File: config.mk
export PLATFORM = sky130hd
export DESIGN_NAME = temp_alarm_ctrl_flat
export DESIGN_NICKNAME = d
export VERILOG_FILES = /design/src/rtl/temp_alarm_ctrl_pkg.sv /design/src/rtl/temp_alarm_ctrl_if.sv /design/src/rtl/temp_alarm_ctrl_avg_filter.sv /design/src/rtl/temp_alarm_ctrl.sv /design/src/flat_wrapper.sv
export SDC_FILE = /design/constraint.sdc
export NUM_CORES = 1
export LEC_CHECK = 0
export ABC_AREA = 1
export BUFFER_PORTS_ARGS = -buffer_cell sky130_fd_sc_hd__buf_2
export CAP_MARGIN = 20
export CORE_MARGIN = 5
export CORE_UTILIZATION = 50
export DETAILED_ROUTE_END_ITERATION = 6
export HOLD_SLACK_MARGIN = 0.15
export PLACE_DENSITY = 0.69
export SYNTH_ARGS = -nofsm -noshare
export SYNTH_HDL_FRONTEND = slang
export SYNTH_SLANG_ARGS = --single-unit
File: constraint.sdc
create_clock -name sys_clk -period 6.39 [get_ports sys_clk]
set_clock_uncertainty 0.1 [all_clocks]
set_input_delay 0.639 -clock sys_clk [delete_from_list [all_inputs] [get_ports sys_clk]]
set_output_delay 0.639 -clock sys_clk [all_outputs]
set_load 0.01 [all_outputs]
File: src/rtl/temp_alarm_ctrl_pkg.sv
// ---------------------------------------------------------------------------
// temp_alarm_ctrl_pkg
// Shared definitions for the temperature alarm controller: tenths-of-a-degree
// width and limits, alarm FSM state encoding, and the reading-to-tenths
// conversion helper.
// ---------------------------------------------------------------------------
package temp_alarm_ctrl_pkg;

   localparam int unsigned TENTHS_W   = 11;
   localparam int unsigned TENTHS_MAX = 1279;  // 127.9 degC, largest legal reading
   localparam int unsigned TENTHS_SAT = 2047;  // all-ones of TENTHS_W
   localparam int unsigned CNT_W      = 4;     // confirmation counter, CONFIRM <= 15

   typedef enum logic [2:0] {
      ST_INIT     = 3'd0,
      ST_NORMAL   = 3'd1,
      ST_HI_PEND  = 3'd2,
      ST_HI_ALARM = 3'd3,
      ST_LO_PEND  = 3'd4,
      ST_LO_ALARM = 3'd5
   } alarm_state_e;

   // Integer degrees plus tenths digit to tenths; digit clamped to 9 and the
   // result clamped to the legal reading range.
   function automatic logic [TENTHS_W-1:0] to_tenths(input logic [7:0] t_int,
                                                      input logic [7:0] t_deci);
      logic [3:0]  deci;
      logic [11:0] full;
      deci = (t_deci > 8'd9) ? 4'd9 : t_deci[3:0];
      full = 12'(t_int) * 12'd10 + 12'(deci);
      return (full > 12'(TENTHS_MAX)) ? TENTHS_W'(TENTHS_MAX) : full[TENTHS_W-1:0];
   endfunction

endpackage

File: src/rtl/temp_alarm_ctrl_if.sv
// ---------------------------------------------------------------------------
// temp_alarm_ctrl_if
// Reading bus from the DS18B20 driver.
//   temp_int  [7:0] : integer degC
//   temp_deci [7:0] : tenths digit
//   temp_done       : reading-valid level, several sys_clk wide, driver clock
// master = sensor driver, slave = alarm controller.
// ---------------------------------------------------------------------------
interface temp_alarm_ctrl_if;

   logic [7:0] temp_int;
   logic [7:0] temp_deci;
   logic       temp_done;

   modport master (output temp_int, output temp_deci, output temp_done);
   modport slave  (input  temp_int, input  temp_deci, input  temp_done);

endinterface

File: src/rtl/temp_alarm_ctrl_avg_filter.sv
// ---------------------------------------------------------------------------
// temp_alarm_ctrl_avg_filter
// Power-of-two moving average over the last 2^AVG_LOG2 samples.
// Ports:
//   sys_clk, sys_rst_n : clock, async active-low reset
//   sample, sample_vld : new sample in tenths and its one-cycle strobe
//   prime              : fill whole window with this sample (no history)
//   avg, avg_vld       : registered average and its one-cycle strobe
// Latency: sum updates one cycle after sample_vld, avg one cycle later.
// ---------------------------------------------------------------------------
module temp_alarm_ctrl_avg_filter
   import temp_alarm_ctrl_pkg::*;
#(
   parameter int unsigned AVG_LOG2 = 2
) (
   input  logic                sys_clk,
   input  logic                sys_rst_n,
   input  logic [TENTHS_W-1:0] sample,
   input  logic                sample_vld,
   input  logic                prime,
   output logic [TENTHS_W-1:0] avg,
   output logic                avg_vld
);

   localparam int unsigned DEPTH = 1 << AVG_LOG2;
   localparam int unsigned PTR_W = (AVG_LOG2 == 0) ? 1 : AVG_LOG2;
   localparam int unsigned SUM_W = TENTHS_W + AVG_LOG2;

   logic [TENTHS_W-1:0] hist_q [DEPTH];
   logic [PTR_W-1:0]    wr_ptr_q;
   logic [SUM_W-1:0]    sum_q;
   logic                sum_vld_q;

   // Window history and running sum; wr_ptr always points at the oldest entry.
   always_ff @(posedge sys_clk or negedge sys_rst_n) begin : window_sum
      if (!sys_rst_n) begin
         for (int i = 0; i < int'(DEPTH); i++) hist_q[i] <= '0;
         wr_ptr_q  <= '0;
         sum_q     <= '0;
         sum_vld_q <= 1'b0;
      end else begin
         sum_vld_q <= sample_vld;
         if (sample_vld) begin
            if (prime) begin
               for (int i = 0; i < int'(DEPTH); i++) hist_q[i] <= sample;
               sum_q <= SUM_W'(sample) << AVG_LOG2;
            end else begin
               hist_q[wr_ptr_q] <= sample;
               sum_q            <= sum_q - SUM_W'(hist_q[wr_ptr_q]) + SUM_W'(sample);
               if (wr_ptr_q == PTR_W'(DEPTH - 1)) wr_ptr_q <= '0;
               else                               wr_ptr_q <= wr_ptr_q + PTR_W'(1);
            end
         end
      end
   end

   // Truncating divide by the window size.
   always_ff @(posedge sys_clk or negedge sys_rst_n) begin : avg_out
      if (!sys_rst_n) begin
         avg     <= '0;
         avg_vld <= 1'b0;
      end else begin
         avg_vld <= sum_vld_q;
         if (sum_vld_q) avg <= TENTHS_W'(sum_q >> AVG_LOG2);
      end
   end

endmodule

File: src/rtl/temp_alarm_ctrl.sv
// ---------------------------------------------------------------------------
// temp_alarm_ctrl
// Turns DS18B20 readings into a filtered temperature, high/low alarms with
// confirmation and hysteresis, and a sensor-fault flag on missing readings.
// Ports:
//   sys_clk, sys_rst_n     : 50 MHz clock, async active-low reset
//   sensor (slave)         : temp_int / temp_deci / temp_done reading bus
//   th_high, th_low  [10:0]: alarm thresholds in tenths
//   minmax_clr             : clear min/max tracking
//   avg_tenths [10:0]      : filtered temperature, avg_valid one-cycle strobe
//   alarm_high, alarm_low  : alarm levels
//   sensor_fault           : no reading within TIMEOUT_CYC cycles
//   t_min, t_max   [10:0]  : min/max average since reset or clear
// Optional: define TEMP_MINMAX_EN to enable min/max tracking; otherwise
// t_min/t_max are tied to 0 and minmax_clr is ignored.
// Pipeline: rise -> sample (+1) -> sum (+2) -> avg (+3) -> alarm FSM (+4).
// ---------------------------------------------------------------------------
module temp_alarm_ctrl
   import temp_alarm_ctrl_pkg::*;
#(
   parameter int unsigned AVG_LOG2    = 2,
   parameter int unsigned CONFIRM     = 3,
   parameter int unsigned HYST        = 10,
   parameter int unsigned TIMEOUT_CYC = 150_000_000
) (
   input  logic                sys_clk,
   input  logic                sys_rst_n,
   temp_alarm_ctrl_if.slave    sensor,
   input  logic [TENTHS_W-1:0] th_high,
   input  logic [TENTHS_W-1:0] th_low,
   input  logic                minmax_clr,
   output logic [TENTHS_W-1:0] avg_tenths,
   output logic                avg_valid,
   output logic                alarm_high,
   output logic                alarm_low,
   output logic                sensor_fault,
   output logic [TENTHS_W-1:0] t_min,
   output logic [TENTHS_W-1:0] t_max
);

   localparam int unsigned TO_W = (TIMEOUT_CYC > 1) ? $clog2(TIMEOUT_CYC) : 1;

   logic                done_s1, done_s2, done_s3;
   logic                rise_c;
   logic [TENTHS_W-1:0] sample_q;
   logic                sample_vld_q;
   logic [TO_W-1:0]     to_cnt_q;
   logic                to_max_c;
   logic                timeout_hit_c;
   alarm_state_e        state_q;
   logic [CNT_W-1:0]    cnt_q;
   logic                above_c, below_c;
   logic [TENTHS_W-1:0] hi_exit_c, lo_exit_c;
   logic [TENTHS_W:0]   lo_sum_c;

   // temp_done comes from the driver clock domain.
   always_ff @(posedge sys_clk or negedge sys_rst_n) begin : done_sync
      if (!sys_rst_n) begin
         done_s1 <= 1'b0;
         done_s2 <= 1'b0;
         done_s3 <= 1'b0;
      end else begin
         done_s1 <= sensor.temp_done;
         done_s2 <= done_s1;
         done_s3 <= done_s2;
      end
   end

   assign rise_c = done_s2 & ~done_s3;

   // Data is stable while temp_done is high, so it is safe to sample on rise.
   always_ff @(posedge sys_clk or negedge sys_rst_n) begin : convert
      if (!sys_rst_n) begin
         sample_q     <= '0;
         sample_vld_q <= 1'b0;
      end else begin
         sample_vld_q <= rise_c;
         if (rise_c) sample_q <= to_tenths(sensor.temp_int, sensor.temp_deci);
      end
   end

   // Window is re-primed whenever the FSM has no valid history.
   temp_alarm_ctrl_avg_filter #(
      .AVG_LOG2 (AVG_LOG2)
   ) u_avg_filter (
      .sys_clk    (sys_clk),
      .sys_rst_n  (sys_rst_n),
      .sample     (sample_q),
      .sample_vld (sample_vld_q),
      .prime      (state_q == ST_INIT),
      .avg        (avg_tenths),
      .avg_vld    (avg_valid)
   );

   // Missing-reading watchdog; a rise in the expiry cycle takes precedence.
   assign to_max_c      = (to_cnt_q == TO_W'(TIMEOUT_CYC - 1));
   assign timeout_hit_c = to_max_c & ~rise_c;

   always_ff @(posedge sys_clk or negedge sys_rst_n) begin : watchdog
      if (!sys_rst_n) begin
         to_cnt_q     <= '0;
         sensor_fault <= 1'b0;
      end else if (rise_c) begin
         to_cnt_q     <= '0;
         sensor_fault <= 1'b0;
      end else if (to_max_c) begin
         sensor_fault <= 1'b1;
      end else begin
         to_cnt_q <= to_cnt_q + TO_W'(1);
      end
   end

   // Threshold compares and saturating hysteresis exit points.
   assign above_c   = (avg_tenths > th_high);
   assign below_c   = (avg_tenths < th_low);
   assign hi_exit_c = (th_high >= TENTHS_W'(HYST)) ? (th_high - TENTHS_W'(HYST)) : '0;
   assign lo_sum_c  = (TENTHS_W + 1)'(th_low) + (TENTHS_W + 1)'(HYST);
   assign lo_exit_c = (lo_sum_c > (TENTHS_W + 1)'(TENTHS_SAT)) ? TENTHS_W'(TENTHS_SAT)
                                                             : lo_sum_c[TENTHS_W-1:0];

   // Alarm FSM; alarm levels are registered alongside each state change.
   always_ff @(posedge sys_clk or negedge sys_rst_n) begin : alarm_fsm
      if (!sys_rst_n) begin
         state_q    <= ST_INIT;
         cnt_q      <= '0;
         alarm_high <= 1'b0;
         alarm_low  <= 1'b0;
      end else if (timeout_hit_c) begin
         state_q    <= ST_INIT;
         cnt_q      <= '0;
         alarm_high <= 1'b0;
         alarm_low  <= 1'b0;
      end else if (avg_valid) begin
         case (state_q)
            ST_INIT, ST_NORMAL: begin
               // High wins when the thresholds overlap.
               if (above_c) begin
                  if (CONFIRM <= 1) begin
                     state_q    <= ST_HI_ALARM;
                     alarm_high <= 1'b1;
                  end else begin
                     state_q <= ST_HI_PEND;
                     cnt_q   <= CNT_W'(1);
                  end
               end else if (below_c) begin
                  if (CONFIRM <= 1) begin
                     state_q   <= ST_LO_ALARM;
                     alarm_low <= 1'b1;
                  end else begin
                     state_q <= ST_LO_PEND;
                     cnt_q   <= CNT_W'(1);
                  end
               end else begin
                  state_q <= ST_NORMAL;
               end
            end
            ST_HI_PEND: begin
               if (!above_c) begin
                  state_q <= ST_NORMAL;
                  cnt_q   <= '0;
               end else if (cnt_q + CNT_W'(1) >= CNT_W'(CONFIRM)) begin
                  state_q    <= ST_HI_ALARM;
                  cnt_q      <= '0;
                  alarm_high <= 1'b1;
               end else begin
                  cnt_q <= cnt_q + CNT_W'(1);
               end
            end
            ST_HI_ALARM: begin
               if (avg_tenths <= hi_exit_c) begin
                  state_q    <= ST_NORMAL;
                  alarm_high <= 1'b0;
               end
            end
            ST_LO_PEND: begin
               if (!below_c) begin
                  state_q <= ST_NORMAL;
                  cnt_q   <= '0;
               end else if (cnt_q + CNT_W'(1) >= CNT_W'(CONFIRM)) begin
                  state_q   <= ST_LO_ALARM;
                  cnt_q     <= '0;
                  alarm_low <= 1'b1;
               end else begin
                  cnt_q <= cnt_q + CNT_W'(1);
               end
            end
            ST_LO_ALARM: begin
               if (avg_tenths >= lo_exit_c) begin
                  state_q   <= ST_NORMAL;
                  alarm_low <= 1'b0;
               end
            end
            default: begin
               state_q    <= ST_INIT;
               cnt_q      <= '0;
               alarm_high <= 1'b0;
               alarm_low  <= 1'b0;
            end
         endcase
      end
   end

`ifdef TEMP_MINMAX_EN
   logic first_q;

   // Min/max of the filtered value; first_q makes the next average load both.
   always_ff @(posedge sys_clk or negedge sys_rst_n) begin : minmax_track
      if (!sys_rst_n) begin
         t_min   <= '0;
         t_max   <= '0;
         first_q <= 1'b1;
      end else if (minmax_clr) begin
         if (avg_valid) begin
            t_min   <= avg_tenths;
            t_max   <= avg_tenths;
            first_q <= 1'b0;
         end else begin
            t_min   <= '0;
            t_max   <= '0;
            first_q <= 1'b1;
         end
      end else if (avg_valid) begin
         if (first_q) begin
            t_min   <= avg_tenths;
            t_max   <= avg_tenths;
            first_q <= 1'b0;
         end else begin
            if (avg_tenths < t_min) t_min <= avg_tenths;
            if (avg_tenths > t_max) t_max <= avg_tenths;
         end
      end
   end
`else
   logic unused_minmax_clr;
   assign unused_minmax_clr = minmax_clr;
   assign t_min             = '0;
   assign t_max             = '0;
`endif

endmodule

File: src/flat_wrapper.sv
// flat-port wrapper written by rule: the top's interface ports become plain ports
module temp_alarm_ctrl_flat import temp_alarm_ctrl_pkg::*;
#(
   parameter int unsigned AVG_LOG2    = 2,
   parameter int unsigned CONFIRM     = 3,
   parameter int unsigned HYST        = 10,
   parameter int unsigned TIMEOUT_CYC = 150_000_000
)
  (sys_clk, sys_rst_n, th_high, th_low, minmax_clr, avg_tenths, avg_valid, alarm_high, alarm_low, sensor_fault, t_min, t_max, sensor_temp_int, sensor_temp_deci, sensor_temp_done);
  temp_alarm_ctrl_if sensor_i ();
  input  logic sys_clk;
  input  logic sys_rst_n;
  input  logic [TENTHS_W-1:0] th_high;
  input  logic [TENTHS_W-1:0] th_low;
  input  logic minmax_clr;
  output logic [TENTHS_W-1:0] avg_tenths;
  output logic avg_valid;
  output logic alarm_high;
  output logic alarm_low;
  output logic sensor_fault;
  output logic [TENTHS_W-1:0] t_min;
  output logic [TENTHS_W-1:0] t_max;
  input wire logic [$bits(sensor_i.temp_int)-1:0] sensor_temp_int;
  input wire logic [$bits(sensor_i.temp_deci)-1:0] sensor_temp_deci;
  input wire logic [$bits(sensor_i.temp_done)-1:0] sensor_temp_done;
  assign sensor_i.temp_int = sensor_temp_int;
  assign sensor_i.temp_deci = sensor_temp_deci;
  assign sensor_i.temp_done = sensor_temp_done;
  temp_alarm_ctrl #(.AVG_LOG2(AVG_LOG2), .CONFIRM(CONFIRM), .HYST(HYST), .TIMEOUT_CYC(TIMEOUT_CYC)) u_core (.sys_clk(sys_clk), .sys_rst_n(sys_rst_n), .sensor(sensor_i), .th_high(th_high), .th_low(th_low), .minmax_clr(minmax_clr), .avg_tenths(avg_tenths), .avg_valid(avg_valid), .alarm_high(alarm_high), .alarm_low(alarm_low), .sensor_fault(sensor_fault), .t_min(t_min), .t_max(t_max));
endmodule
# == Word-level counts from Yosys, hierarchy flattened ==
# Index checks and enable logic that the tools add are counted.
# word_totals
regBits,125
latch_bits,0
mem_bits_rw,0
mem_bits_ro,0
in_bits,42
output_inout_bits,37
elab_cells,126
memories,0
# classes
add_sub_neg,8
multipliers,1
div_mod_pow,0
n_lt_le_gt_ge,11
n_eq_ne,20
shifts,0
muxes,47
bitwise,6
n_reduce_logical,13
# op_table
operator,count
11-bit 2-to-1 mux,6
28-bit 2-to-1 mux,2
44-bit bitwise mux,1
44-bit 2-to-1 mux,1
4-bit 2-to-1 mux,8
3-bit 2-to-1 mux,10
28-bit by 1-bit adder with 28-bit output (second input constant),1
28-bit equality test (second input constant),1
12-bit by 11-bit greater-than comparator with 1-bit output (second input constant),2
11-bit binary-select mux with 2-bit select,1
11-bit demux with 2-bit select,1
3-bit by 1-bit != test with 1-bit output (second input constant),6
4-bit case mux with 4 select lines,1
3-bit case mux with 5 select lines,1
5-bit AND reduction,3
13-bit by 11-bit adder with 13-bit output,1
13-bit 2-to-1 mux,1
13-bit by 11-bit subtractor with 13-bit output,1
11-bit by 4-bit adder with 12-bit output (second input constant),1
12-bit by 4-bit adder with 12-bit output,1
11-bit >= comparator,1
11-bit by 4-bit >= comparator with 1-bit output (second input constant),1
11-bit greater-than comparator,1
11-bit <= comparator,1
29 further kinds,52

# == Logic depth before layout (Yosys ltp) ==
# Gate-level depths: netlist (run 1).
# depth
ltp_word,8
depth_mapped,21
ltp_nobuf,21

# == By module ==
# Synthesis (run 1) repeated with hierarchy kept, for this count alone.
# hier_totals
hier_cells,1293
hier_area_um2,9506.6
# by_module_without_submodules
mod,n_inst,cells_per_inst,area_per_inst_um2,seq_area_each_um2
temp_alarm_ctrl,1,780,5397.7,1326.3
temp_alarm_ctrl_avg_filter,1,513,4108.9,1801.7

# == Worst setup path before layout (run 1) ==
# OpenSTA, ideal clock, no wires.
# synth_timing
path_kind,in2reg
from,input th_high[1]
to,register u_core.state_q[2]
setup_ps,117
arrival_time_ps,2864
required_ps,6173
slack_ps,3309
path_stages,20
path_buffers,0
path_cell_list,inv_1 -> ha_1 -> nor2_1 -> nor3_1 -> inv_1 -> nor4_1 -> nand2_1 -> inv_1 -> or2_2 -> ha_1 -> a21oi_1 -> o21ai_0 -> nand3_1 -> nand3_1 -> nand4_1 -> inv_1 -> nor2_4 -> nand2_2 -> nand2_1 -> nand2_1
# synth_between
elab_chain_len,5
elab_cells_between_ends,13
cone_classes,add/sub (1); order compare (3); eq/ne (2); mux (6); reduce/logical (1)
# synth_lines
element,line,rtl
start: declaration,flat_wrapper.sv:13,input logic [TENTHS_W-1:0] th_high;
"11-bit by 4-bit subtractor with 11-bit output, or another cell as far along",temp_alarm_ctrl.sv:116,assign hi_exit_c = (th_high >= TENTHS_W'(HYST)) ? (th_high - TENTHS_W'(HYST)) : '0;
"11-bit 2-to-1 mux, or another cell as far along",temp_alarm_ctrl.sv:116,
11-bit <= comparator or 3-bit case mux with 5 select lines (tied branches),"temp_alarm_ctrl.sv:170, temp_alarm_ctrl.sv:134",
3-bit by 1-bit != test with 1-bit output (no source line) or 3-bit 2-to-1 mux (tied branches),-,
5-bit AND reduction (no source line) or 3-bit 2-to-1 mux (tied branches),-,
end signal: assignment,temp_alarm_ctrl.sv:124,state_q <= ST_INIT;
end signal: assignment,temp_alarm_ctrl.sv:171,state_q <= ST_NORMAL;
end signal: assignment,temp_alarm_ctrl.sv:177,state_q <= ST_NORMAL;
end: declaration,temp_alarm_ctrl.sv:50,alarm_state_e state_q;
# Parallel ways exist; a longest one is shown, timed or not. The select of a mux whose other input is x is not followed.
# A chain may end at the register's enable or synchronous reset.

# == Final worst setup path (run 1) ==
# layout_timing
from,register u_core.u_avg_filter.wr_ptr_q[0]
to,register u_core.u_avg_filter.sum_q[10]
# layout_between
elab_chain_len,7
# layout_lines
element,line,rtl
start: declaration,temp_alarm_ctrl_avg_filter.sv:30,logic [PTR_W-1:0] wr_ptr_q;
start signal: assignment,temp_alarm_ctrl_avg_filter.sv:51,else wr_ptr_q <= wr_ptr_q + PTR_W'(1);
2-bit NOT with 3-bit output (not written as such),temp_alarm_ctrl_avg_filter.sv:49,sum_q <= sum_q - SUM_W'(hist_q[wr_ptr_q]) + SUM_W'(sample);
11-bit binary-select mux with 2-bit select,temp_alarm_ctrl_avg_filter.sv:49,
11-bit 2-to-1 mux (not written as such) (2 in a row),temp_alarm_ctrl_avg_filter.sv:49,
13-bit by 11-bit subtractor with 13-bit output,temp_alarm_ctrl_avg_filter.sv:49,
13-bit by 11-bit adder with 13-bit output,temp_alarm_ctrl_avg_filter.sv:49,
13-bit 2-to-1 mux,temp_alarm_ctrl_avg_filter.sv:44,if (prime) begin
end signal: assignment,temp_alarm_ctrl_avg_filter.sv:46,sum_q <= SUM_W'(sample) << AVG_LOG2;
end signal: assignment,temp_alarm_ctrl_avg_filter.sv:49,
end: declaration,temp_alarm_ctrl_avg_filter.sv:31,logic [SUM_W-1:0] sum_q;
# Every way passes these cells. The select of a mux whose other input is x is not followed.

==> results of run 1 <==
-- cell families after synthesis --
logic type / after synthesis / synth area share (%)
buf+inv: 218 / 10.1
mux: 1 / 0.124
simple gates: 518 / 25.1
compound gates: 253 / 15.0
fa+ha+maj: 93 / 13.9
xor+xnor: 15 / 1.44
other cells: 1 / 0.0412
flops: 125 / 34.4
-- worst max-delay path by stage --
stage,from,to,slack (ps),cells after the start
3_3_place_gp,u_core.u_avg_filter.wr_ptr_q[0],u_core.u_avg_filter.sum_q[10],2780,16
6_report,u_core.u_avg_filter.wr_ptr_q[0],u_core.u_avg_filter.sum_q[10],2710,16
4_1_cts,u_core.u_avg_filter.wr_ptr_q[0],u_core.u_avg_filter.sum_q[10],2760,16
3_5_place_dp,u_core.u_avg_filter.wr_ptr_q[0],u_core.u_avg_filter.sum_q[10],2770,16
2_1_floorplan,th_high[1],u_core.state_q[2],3310,20
5_1_grt,u_core.u_avg_filter.wr_ptr_q[0],u_core.u_avg_filter.sum_q[10],2450,16
-- layout by cell type, fill, tap and decap left out, types with 21 or more instances in the layout --
master	n
buf_2	54
ha_1	80
nand4_1	21
conb_1	22
dfrtp_1	125
nand3_1	61
nor2_1	122
inv_1	160
o21ai_0	117
a21oi_1	86
nand2_1	258
-- what timing repair did --
action	in CTS	in global routing
endpoints found under the hold margin	0	32
hold buffers	0	1
setup buffers	0	0
setup endpoints to repair	0	0
resized for setup	0	0
-- per-layer routing --
metal | vias to the layer above | global-route usage (%) | share of wire [%]
li1 | 4081 | - | -
met1 | 3556 | 27.3 | 49
met2 | 162 | 32.6 | 45
met3 | 33 | 2.96 | 4.4
met4 | 0 | 7.46 | 2.1
met5 | - | 0 | 0
-- power groups by stage --
| stage | clock network (mW) | logic (mW) | registers [mW] |
|---|---|---|---|
| 3_5_place_dp | 0 | 2.45 | 1.26 |
| 3_3_place_gp | 0 | 2.41 | 1.25 |
| 5_1_grt | 1.01 | 2.90 | 1.28 |
| 2_1_floorplan | 0 | 1.98 | 1.20 |
| 4_1_cts | 0.978 | 2.48 | 1.24 |
| 6_report | 0.962 | 2.47 | 1.25 |
-- critical path, stage by stage (launching register included) --
cell and delay (ps):
dfrtp_1 320, buf_4 280, inv_1 400, o21ai_0 280, o22ai_1 150, fa_1 500, inv_1 70, fa_1 450
nand3_1 90, nand3_1 130, nand2_1 100, nand2_1 80, nand2_1 90, nand2_1 70, xor2_1 140, o21ai_0 160
o21ai_0 120
-- flip-flops by register name (all words and copies together) (netlist names), 2 cells and up --
| register | flops |
|---|---|
| u_core.cnt_q | 4 |
| u_core.u_avg_filter.avg | 11 |
| u_core.u_avg_filter.wr_ptr_q | 2 |
| u_core.to_cnt_q | 28 |
| u_core.u_avg_filter.sum_q | 13 |
| u_core.u_avg_filter.hist_q | 44 |
| u_core.sample_q | 11 |
| u_core.state_q | 3 |
-- layout make-up --
type / count / area (um2) / area share, %
multi-input cells: 902 / 5130 / 50.7
repair buffers: 62 / 345 / 3.41
inverters: 168 / 632 / 6.25
clock buffers: 23 / 488 / 4.82
flip-flops and latches: 125 / 3130 / 30.9
clock inverters: 9 / 109 / 1.08
well taps: 229 / 287 / 2.83
-- through the flow --
| stage | std cells | hold slack (ps) | cell area (um2) |
|---|---|---|---|
| global placement | 1484 | 236 | 9490 |
| finish | 1518 | 220 | 10100 |
| floorplan | 1245 | 231 | 9180 |
| detailed placement | 1484 | 237 | 9490 |
| global route | 1518 | 226 | 10100 |
| CTS | 1516 | 211 | 10100 |
==> results.py, run 1 <==
metrics = {
    "status": {
        "outcome": "completed",
    },
    "timing": {
        "timing_worst_slew_pin_value_ps": 934,
        "fin_crit_sh_pct": 57.6,
        "setup_tns_ps": 0,
        "relSlewSlack_pct": 37.4,
        "max_freq_mhz": 272,
        "setup_viol": 0,
        "period_minus_slack_ps": 3680,
        "hold_violations": 0,
        "setup_slack_ps": 2710,
        "rsz0062_at_grt": "false",
        "drv_slew": 0,
    },
    "yosys": {
        "yosysUniqueCellTypes": 47,
        "netlist_top_cells_area": "dfrtp_1, ha_1, nand2_1",
        "yosysTopAreaCellShare_pct": 34.4,
        "yosys.cell_count.top_type": "nand2_1",
        "synth_seq_cells": 125,
        "synth_edf_count": 0,
        "synth_async_sr_flop_share_pct": 100,
        "synth_warnings": 0,
        "synth_ff_type": "dfrtp_1",
        "yosys-top-cells-count": "nand2_1, inv_1, dfrtp_1",
        "synth_area_um2": 9100,
        "syn_inst": 1224,
        "synth-seq-area-share_pct": 34.4,
        "yosysTopAreaCell": "dfrtp_1",
        "syn_avg_cell_area_um2": 7.43,
    },
    "critical_path": {
        "r2r-start": "u_core.u_avg_filter.wr_ptr_q[0]",
        "reg2reg_to": "u_core.u_avg_filter.sum_q[10]",
        "reg2reg_depth": 16,
        "cp-start-kind": "flip-flop",
        "r2r_slack_ps": 2710,
        "end_kind": "flip-flop",
        "crit_type": "flip-flop to flip-flop",
        "cp_data_arrival_time_ps": 3850,
        "crit_required_ps": 6550,
        "critPathMaxFanout": 26,
    },
    "finish": {
        "layout.nets": 1411,
        "drive_gt1_share_pct": 10.5,
        "syn_to_final_growth_pct": 11.2,
        "post-route-util_pct": 56.3,
        "nFillCells": 1728,
        "n_antenna_cell": 0,
    },
    "cts": {
        "numCtsBuffers": 17,
        "cts_tree": "yes",
        "insertion_delay_ps": 420,
        "root_buffer": "clkbuf_16",
        "cts_max_level": 4,
        "clockBufferDepth": 2,
        "clock_sinks": 125,
        "clkTransAtPathRegs_ps": 60,
    },
    "worst_hold_path": {
        "min_from": "sensor_temp_done",
        "hold_path.class": "input port to flip-flop",
        "whs_path_depth": 1,
        "hold_end": "u_core.done_s1",
    },
    "power": {
        "leakagePower_nw": 5.16,
        "switchingPower_mw": 2.05,
        "p_int_mw": 2.63,
        "peakVddDrop_uv": 276,
        "fin_total_pwr_mw": 4.68,
        "comb_power_share_pct": 52.8,
        "switching_share_pct": 43.9,
        "power_frac_clock_pct": 20.6,
        "seqPwrFrac_pct": 26.6,
        "powerDensity_nw_per_um2": 463,
    },
    "global_routing": {
        "grt_max_degree": 78,
        "grt_pass1_vias": 7558,
        "antenna_found_initial": 0,
        "grt_pass1_wl_um": 34400,
        "grt.total_usage_pct": 20.1,
        "grt_overflow": 0,
    },
    "floorplan": {
        "die_height_um": 145,
        "ios": 79,
        "start_util_pct": 50.7,
        "row_count": 49,
        "die_x_um": 145,
        "dieArea_um2": 21000,
        "core-area_um2": 18000,
    },
    "drt": {
        "wire_per_inst_um": 13.1,
        "drc": 0,
        "drt_iter0_markers": 352,
        "wl_um": 19900,
        "routed-via-count": 7832,
        "via_per_inst": 5.16,
        "drt_first_pass_iters": 4,
        "ant_nets": 0,
    },
    "run": {
        "cap_violations": 0,
    },
    "placed_design": {
        "io_buffers": 55,
        "pre_cts_ws_ps": 2770,
        "gp_congestion": 0.847,
        "dp_hpwl_um": 14600,
    },
}
(Power assumes the default switching activity.)
==> inputs of run 2 (changes only) <==
==> constraint.sdc (replaced) <==
create_clock -name sys_clk -period 3.4 [get_ports sys_clk]
set_clock_uncertainty 0.1 [all_clocks]
set_input_delay 0.34 -clock sys_clk [delete_from_list [all_inputs] [get_ports sys_clk]]
set_output_delay 0.34 -clock sys_clk [all_outputs]
set_load 0.01 [all_outputs]
==> results.py, run 2 (synthesis gave the netlist of run 1 again) <==
metrics = {
    "status": {
        "outcome": "completed",
    },
    "placed_design": {
        "gp_congestion": 0.864,
        "dp_hpwl_um": 14800,
        "io_buffers": 55,
        "pre_cts_ws_ps": 199,
    },
    "floorplan": {
        "ios": 79,
        "row_count": 49,
        "die_height_um": 145,
        "core-area_um2": 18000,
        "dieArea_um2": 21000,
        "start_util_pct": 50.7,
        "die_x_um": 145,
    },
    "finish": {
        "final_cell_mix": "nand2_1, inv_1, dfrtp_1",
        "layout.nets": 1419,
        "largest_register_ffs": 44,
        "drive_gt1_share_pct": 11.1,
        "n_antenna_cell": 0,
        "final_common_cell": "nand2_1",
        "reg_top3": "u_core.u_avg_filter.hist_q: 44 flops, u_core.to_cnt_q: 28 flops, u_core.u_avg_filter.sum_q: 13 flops",
        "nFillCells": 1698,
        "syn_to_final_growth_pct": 12.2,
        "top_register": "u_core.u_avg_filter.hist_q",
    },
    "global_routing": {
        "grt_pass1_wl_um": 33500,
        "grt_max_degree": 65,
        "grt_overflow": 0,
        "antenna_found_initial": 0,
        "grt_pass1_vias": 7300,
        "grt.total_usage_pct": 19.6,
    },
    "power": {
        "switchingPower_mw": 3.86,
        "p_int_mw": 5.04,
        "seqPwrFrac_pct": 26.2,
        "switching_share_pct": 43.4,
        "powerDensity_nw_per_um2": 871,
        "comb_power_share_pct": 53.0,
        "peakVddDrop_uv": 451,
        "power_frac_clock_pct": 20.8,
        "leakagePower_nw": 5.21,
    },
    "critical_path": {
        "critPathMaxFanout": 17,
        "crit_chain": "buf_4 > buf_4 > o21ai_0 > o22ai_1 > fa_1 > inv_1 > ha_1 > a21oi_1 > nor2_1 > a211oi_1 > o21ai_0 > xor2_1 > o21ai_0 > nand2_1",
        "slowest_delay_ps": 490,
        "cp_num_buf_inv": 3,
        "cp-start-kind": "flip-flop",
        "crit_slowest_cell": "fa_1",
        "crit_type": "flip-flop to flip-flop",
        "cp_data_arrival_time_ps": 3320,
        "path_common_cell": "o21ai_0",
        "cp_top_family": "compound AO/OA/AOI/OAI gates",
        "end_kind": "flip-flop",
        "crit_required_ps": 3590,
    },
    "run": {
        "cap_violations": 0,
    },
    "timing": {
        "period_minus_slack_ps": 3120,
        "timing_worst_slew_pin_value_ps": 873,
        "setup_slack_ps": 276,
        "holdWs_ps": 247,
        "relSlewSlack_pct": 41.5,
        "drv_slew": 0,
        "setup_viol": 0,
        "max_freq_mhz": 320,
        "rsz0062_at_grt": "false",
        "fin_crit_sh_pct": 91.9,
        "setup_tns_ps": 0,
        "hold_violations": 0,
    },
    "drt": {
        "drc": 0,
        "wl_um": 19700,
        "drt_iter0_markers": 491,
        "drt_first_pass_iters": 5,
        "wire_per_inst_um": 12.9,
        "ant_nets": 0,
        "via_per_inst": 5.16,
        "routed-via-count": 7875,
    },
    "cts": {
        "clockBufferDepth": 2,
        "clock_sinks": 125,
        "cts_tree": "yes",
        "clkTransAtPathRegs_ps": 60,
        "root_buffer": "clkbuf_16",
        "cts_max_level": 4,
        "numCtsBuffers": 17,
        "insertion_delay_ps": 420,
    },
    "worst_hold_path": {
        "hold_path.class": "flip-flop to flip-flop",
    },
}
## run 2: per-layer routing
metal / up-vias / part of all wire [%] / track usage (%)
met3: 30 / 4.5 / 3.22
met4: 0 / 1.8 / 6.38
met1: 3566 / 48 / 26.7
met2: 175 / 45 / 32.1
met5: - / 0 / 0
li1: 4104 / - / -
## run 2: power by group through the flow
stage                     sequential (mW)  combinational (mW)  clock [mW]
after CTS                            2.32                4.72        1.88
after detailed placement             2.34                4.69           0
after global placement               2.33                4.57           0
final                                2.33                4.72        1.85
after floorplan                      2.26                3.72           0
after global routing                 2.38                5.54        1.95
## run 2: through the flow
step	cell area [um2]	utilization (%)	std cells	total power, mW
floorplan	9180	-	1245	5.99
global placement	9570	53.3	1491	6.90
detailed placement	9570	53.3	1491	7.03
CTS	10200	56.8	1525	8.93
global route	10200	56.9	1525	9.87
finish	10200	56.9	1525	8.90
## run 2: path summary, 6_finish.rpt
| check | from | endpoint | slack [ps] | cells after the start |
|---|---|---|---|---|
| setup / recovery | u_core.u_avg_filter.wr_ptr_q[0] | u_core.u_avg_filter.sum_q[12] | 280 | 14 |
| hold / removal | u_core.done_s1 | u_core.done_s2 | 250 | 0 |
| setup reg to reg | u_core.u_avg_filter.wr_ptr_q[0] | u_core.u_avg_filter.sum_q[12] | 280 | 14 |
| hold reg to reg | u_core.done_s1 | u_core.done_s2 | 250 | 0 |
| max in group asynchronous | sys_rst_n | u_core.u_avg_filter.avg[6] | 1830 | 3 |
| min in group asynchronous | sys_rst_n | u_core.sample_q[0] | 470 | 2 |
## run 2: final cells by class
type,instances,area [um2],area share [%]
tap,229,287,2.81
clock buffer,21,470,4.61
timing repair buffer,70,423,4.14
inverter,168,636,6.22
multi-input combinational,902,5130,50.2
sequential,125,3130,30.6
clock inverter,10,138,1.35
## run 2: timing repair
action / in CTS / in global routing
hold buffers: 3 / 0
endpoints found under the setup margin: 0 / 2
endpoints found under the hold margin: 64 / 0
setup buffers: 0 / 0
resized for setup: 0 / 9
## run 2: worst reg2reg max path, delay by kind of cell, from the launching register on
kind	cells	cell delay [ps]
adders and majority gates	2	840
and+or+nand+nor	2	130
xor gates and xnor gates	1	150
DFF	1	400
buffers and inverters	3	420
AOI/OAI and AO/OA	6	950
==> inputs of run 3 (changes only) <==
==> constraint.sdc (replaced) <==
create_clock -name sys_clk -period 3.2 [get_ports sys_clk]
set_clock_uncertainty 0.1 [all_clocks]
set_input_delay 0.32 -clock sys_clk [delete_from_list [all_inputs] [get_ports sys_clk]]
set_output_delay 0.32 -clock sys_clk [all_outputs]
set_load 0.01 [all_outputs]
==> results.py, run 3 (synthesis gave the netlist of run 1 again) <==
metrics = {
    "finish": {
        "nFillCells": 1682,
        "drive_gt1_share_pct": 11.8,
        "final_area_um2": 10300,
        "layout.nets": 1421,
        "largest_register_ffs": 44,
        "final_cell_mix": "nand2_1, inv_1, dfrtp_1",
        "final_common_cell": "nand2_1",
        "n_antenna_cell": 0,
        "top_register": "u_core.u_avg_filter.hist_q",
        "seq_area_um2": 3130,
        "multi_input_area_um2": 5170,
        "syn_to_final_growth_pct": 12.8,
        "reg_top3": "u_core.u_avg_filter.hist_q: 44 flops, u_core.to_cnt_q: 28 flops, u_core.u_avg_filter.sum_q: 13 flops",
    },
    "status": {
        "outcome": "completed",
    },
    "power": {
        "fin_total_pwr_mw": 9.68,
        "powerDensity_nw_per_um2": 944,
        "switchingPower_mw": 4.27,
        "power_frac_clock_pct": 20.1,
        "leakagePower_nw": 5.22,
        "p_int_mw": 5.41,
        "switching_share_pct": 44.1,
        "seqPwrFrac_pct": 25.8,
        "comb_power_share_pct": 54.1,
        "peakVddDrop_uv": 527,
    },
    "floorplan": {
        "start_util_pct": 50.7,
        "row_count": 49,
        "ios": 79,
        "core-area_um2": 18000,
        "die_height_um": 145,
        "dieArea_um2": 21000,
        "die_x_um": 145,
    },
    "timing": {
        "setup_slack_ps": 151,
        "relSlewSlack_pct": 38.9,
        "holdWs_ps": 249,
        "fin_crit_sh_pct": 95.3,
        "timing_worst_slew_pin_value_ps": 912,
        "setup_viol": 0,
        "max_freq_mhz": 328,
        "drv_slew": 0,
        "hold_violations": 0,
        "setup_tns_ps": 0,
        "period_minus_slack_ps": 3050,
    },
    "placed_design": {
        "place_area_um2": 9580,
        "gp_congestion": 0.889,
        "dp_hpwl_um": 15200,
        "pre_cts_ws_ps": 31.2,
        "io_buffers": 55,
    },
    "critical_path": {
        "crit_type": "flip-flop to flip-flop",
        "end_kind": "flip-flop",
        "cp_data_arrival_time_ps": 3240,
        "cp-start-kind": "flip-flop",
        "crit_required_ps": 3390,
        "critPathMaxFanout": 21,
        "r2r-start": "u_core.u_avg_filter.wr_ptr_q[0]",
        "critPathLaunch": "u_core.u_avg_filter.wr_ptr_q[0]",
    },
    "cts": {
        "root_buffer": "clkbuf_16",
        "cts_max_level": 4,
        "cts_tree": "yes",
        "clockBufferDepth": 2,
        "post_cts_buffers": 0,
        "numCtsBuffers": 17,
        "clkTransAtPathRegs_ps": 60,
        "insertion_delay_ps": 420,
        "clock_sinks": 125,
    },
    "global_routing": {
        "grt_max_degree": 53,
        "antenna_found_initial": 0,
        "grt_pass1_wl_um": 34400,
        "grt.total_usage_pct": 20.1,
        "grt_overflow": 0,
        "grt_pass1_vias": 7459,
    },
    "worst_hold_path": {
        "hold_path.class": "flip-flop to flip-flop",
        "min_from": "u_core.done_s1",
    },
    "drt": {
        "wire_per_inst_um": 13.3,
        "drc": 0,
        "via_per_inst": 5.20,
        "routed-via-count": 7945,
        "drt_iter0_markers": 472,
        "drt_first_pass_iters": 5,
        "ant_nets": 0,
        "wl_um": 20300,
    },
    "run": {
        "cap_violations": 0,
    },
}
run 3: cell count changes in the layout (fill, tap and decap cells not counted), sizes merged:
cell and delta:
inv +1, clkbuf -3, buf +2, clkinv +2, clkinvlp +1
run 3: critical path: stages, from the launching register on:
cell and delay, ps:
dfrtp_2 450, inv_2 130, buf_12 160, nor2_1 60
o22ai_2 190, fa_1 440, inv_1 110, ha_4 220
a21oi_1 190, nand2_1 140, nand2_1 90, nand2_1 120
a21oi_2 150, xor2_1 150, nand2_1 60, nand2_1 60
o21ai_0 90
run 3: power groups by stage:
stage | Combinational, mW | Clock, mW | Sequential, mW
2_1_floorplan | 3.95 | 0 | 2.41
5_1_grt | 6.07 | 2.05 | 2.56
3_5_place_dp | 4.98 | 0 | 2.50
4_1_cts | 5.01 | 1.97 | 2.49
3_3_place_gp | 4.86 | 0 | 2.48
6_report | 5.24 | 1.95 | 2.50
run 3: timing repair:
| action | in CTS | in global routing |
|---|---|---|
| hold endpoints to repair | 52 | 0 |
| setup endpoints to repair | 0 | 8 |
| gates resized for setup | 0 | 15 |
| hold buffers | 3 | 0 |
run 3: metal layers:
| metal | up-vias | share of wire (%) | track usage [%] |
|---|---|---|---|
| met3 | 28 | 5.1 | 3.78 |
| met5 | - | 0 | 0 |
| li1 | 4102 | - | - |
| met1 | 3625 | 47 | 27.3 |
| met2 | 190 | 46 | 33.1 |
| met4 | 0 | 1.7 | 5.69 |
run 3: final cells by class:
cell class / instances / area share [%]
Clock buffer: 18 / 4.18
Clock inverter: 14 / 1.66
Inverter: 168 / 6.16
Multi-Input combinational cell: 902 / 50.4
Sequential cell: 125 / 30.5
Tap cell: 229 / 2.79
Timing Repair Buffer: 72 / 4.30
run 3: worst paths after layout:
path                       slack, ps                               to  depth (start not counted)
setup / recovery                 150     u_core.u_avg_filter.sum_q[9]                         16
hold / removal                   250                   u_core.done_s2                          0
setup reg to reg                 150     u_core.u_avg_filter.sum_q[9]                         16
hold reg to reg                  250                   u_core.done_s2                          0
max in group asynchronous       1770  u_core.u_avg_filter.wr_ptr_q[0]                          3
min in group asynchronous        390   u_core.u_avg_filter.hist_q[33]                          2
run 3: per-stage QoR:
step | util, % | instances
after floorplan | - | 1245
after global placement | 53.3 | 1493
after detailed placement | 53.3 | 1493
after CTS | 56.8 | 1528
after global routing | 57.1 | 1528
final | 57.1 | 1528
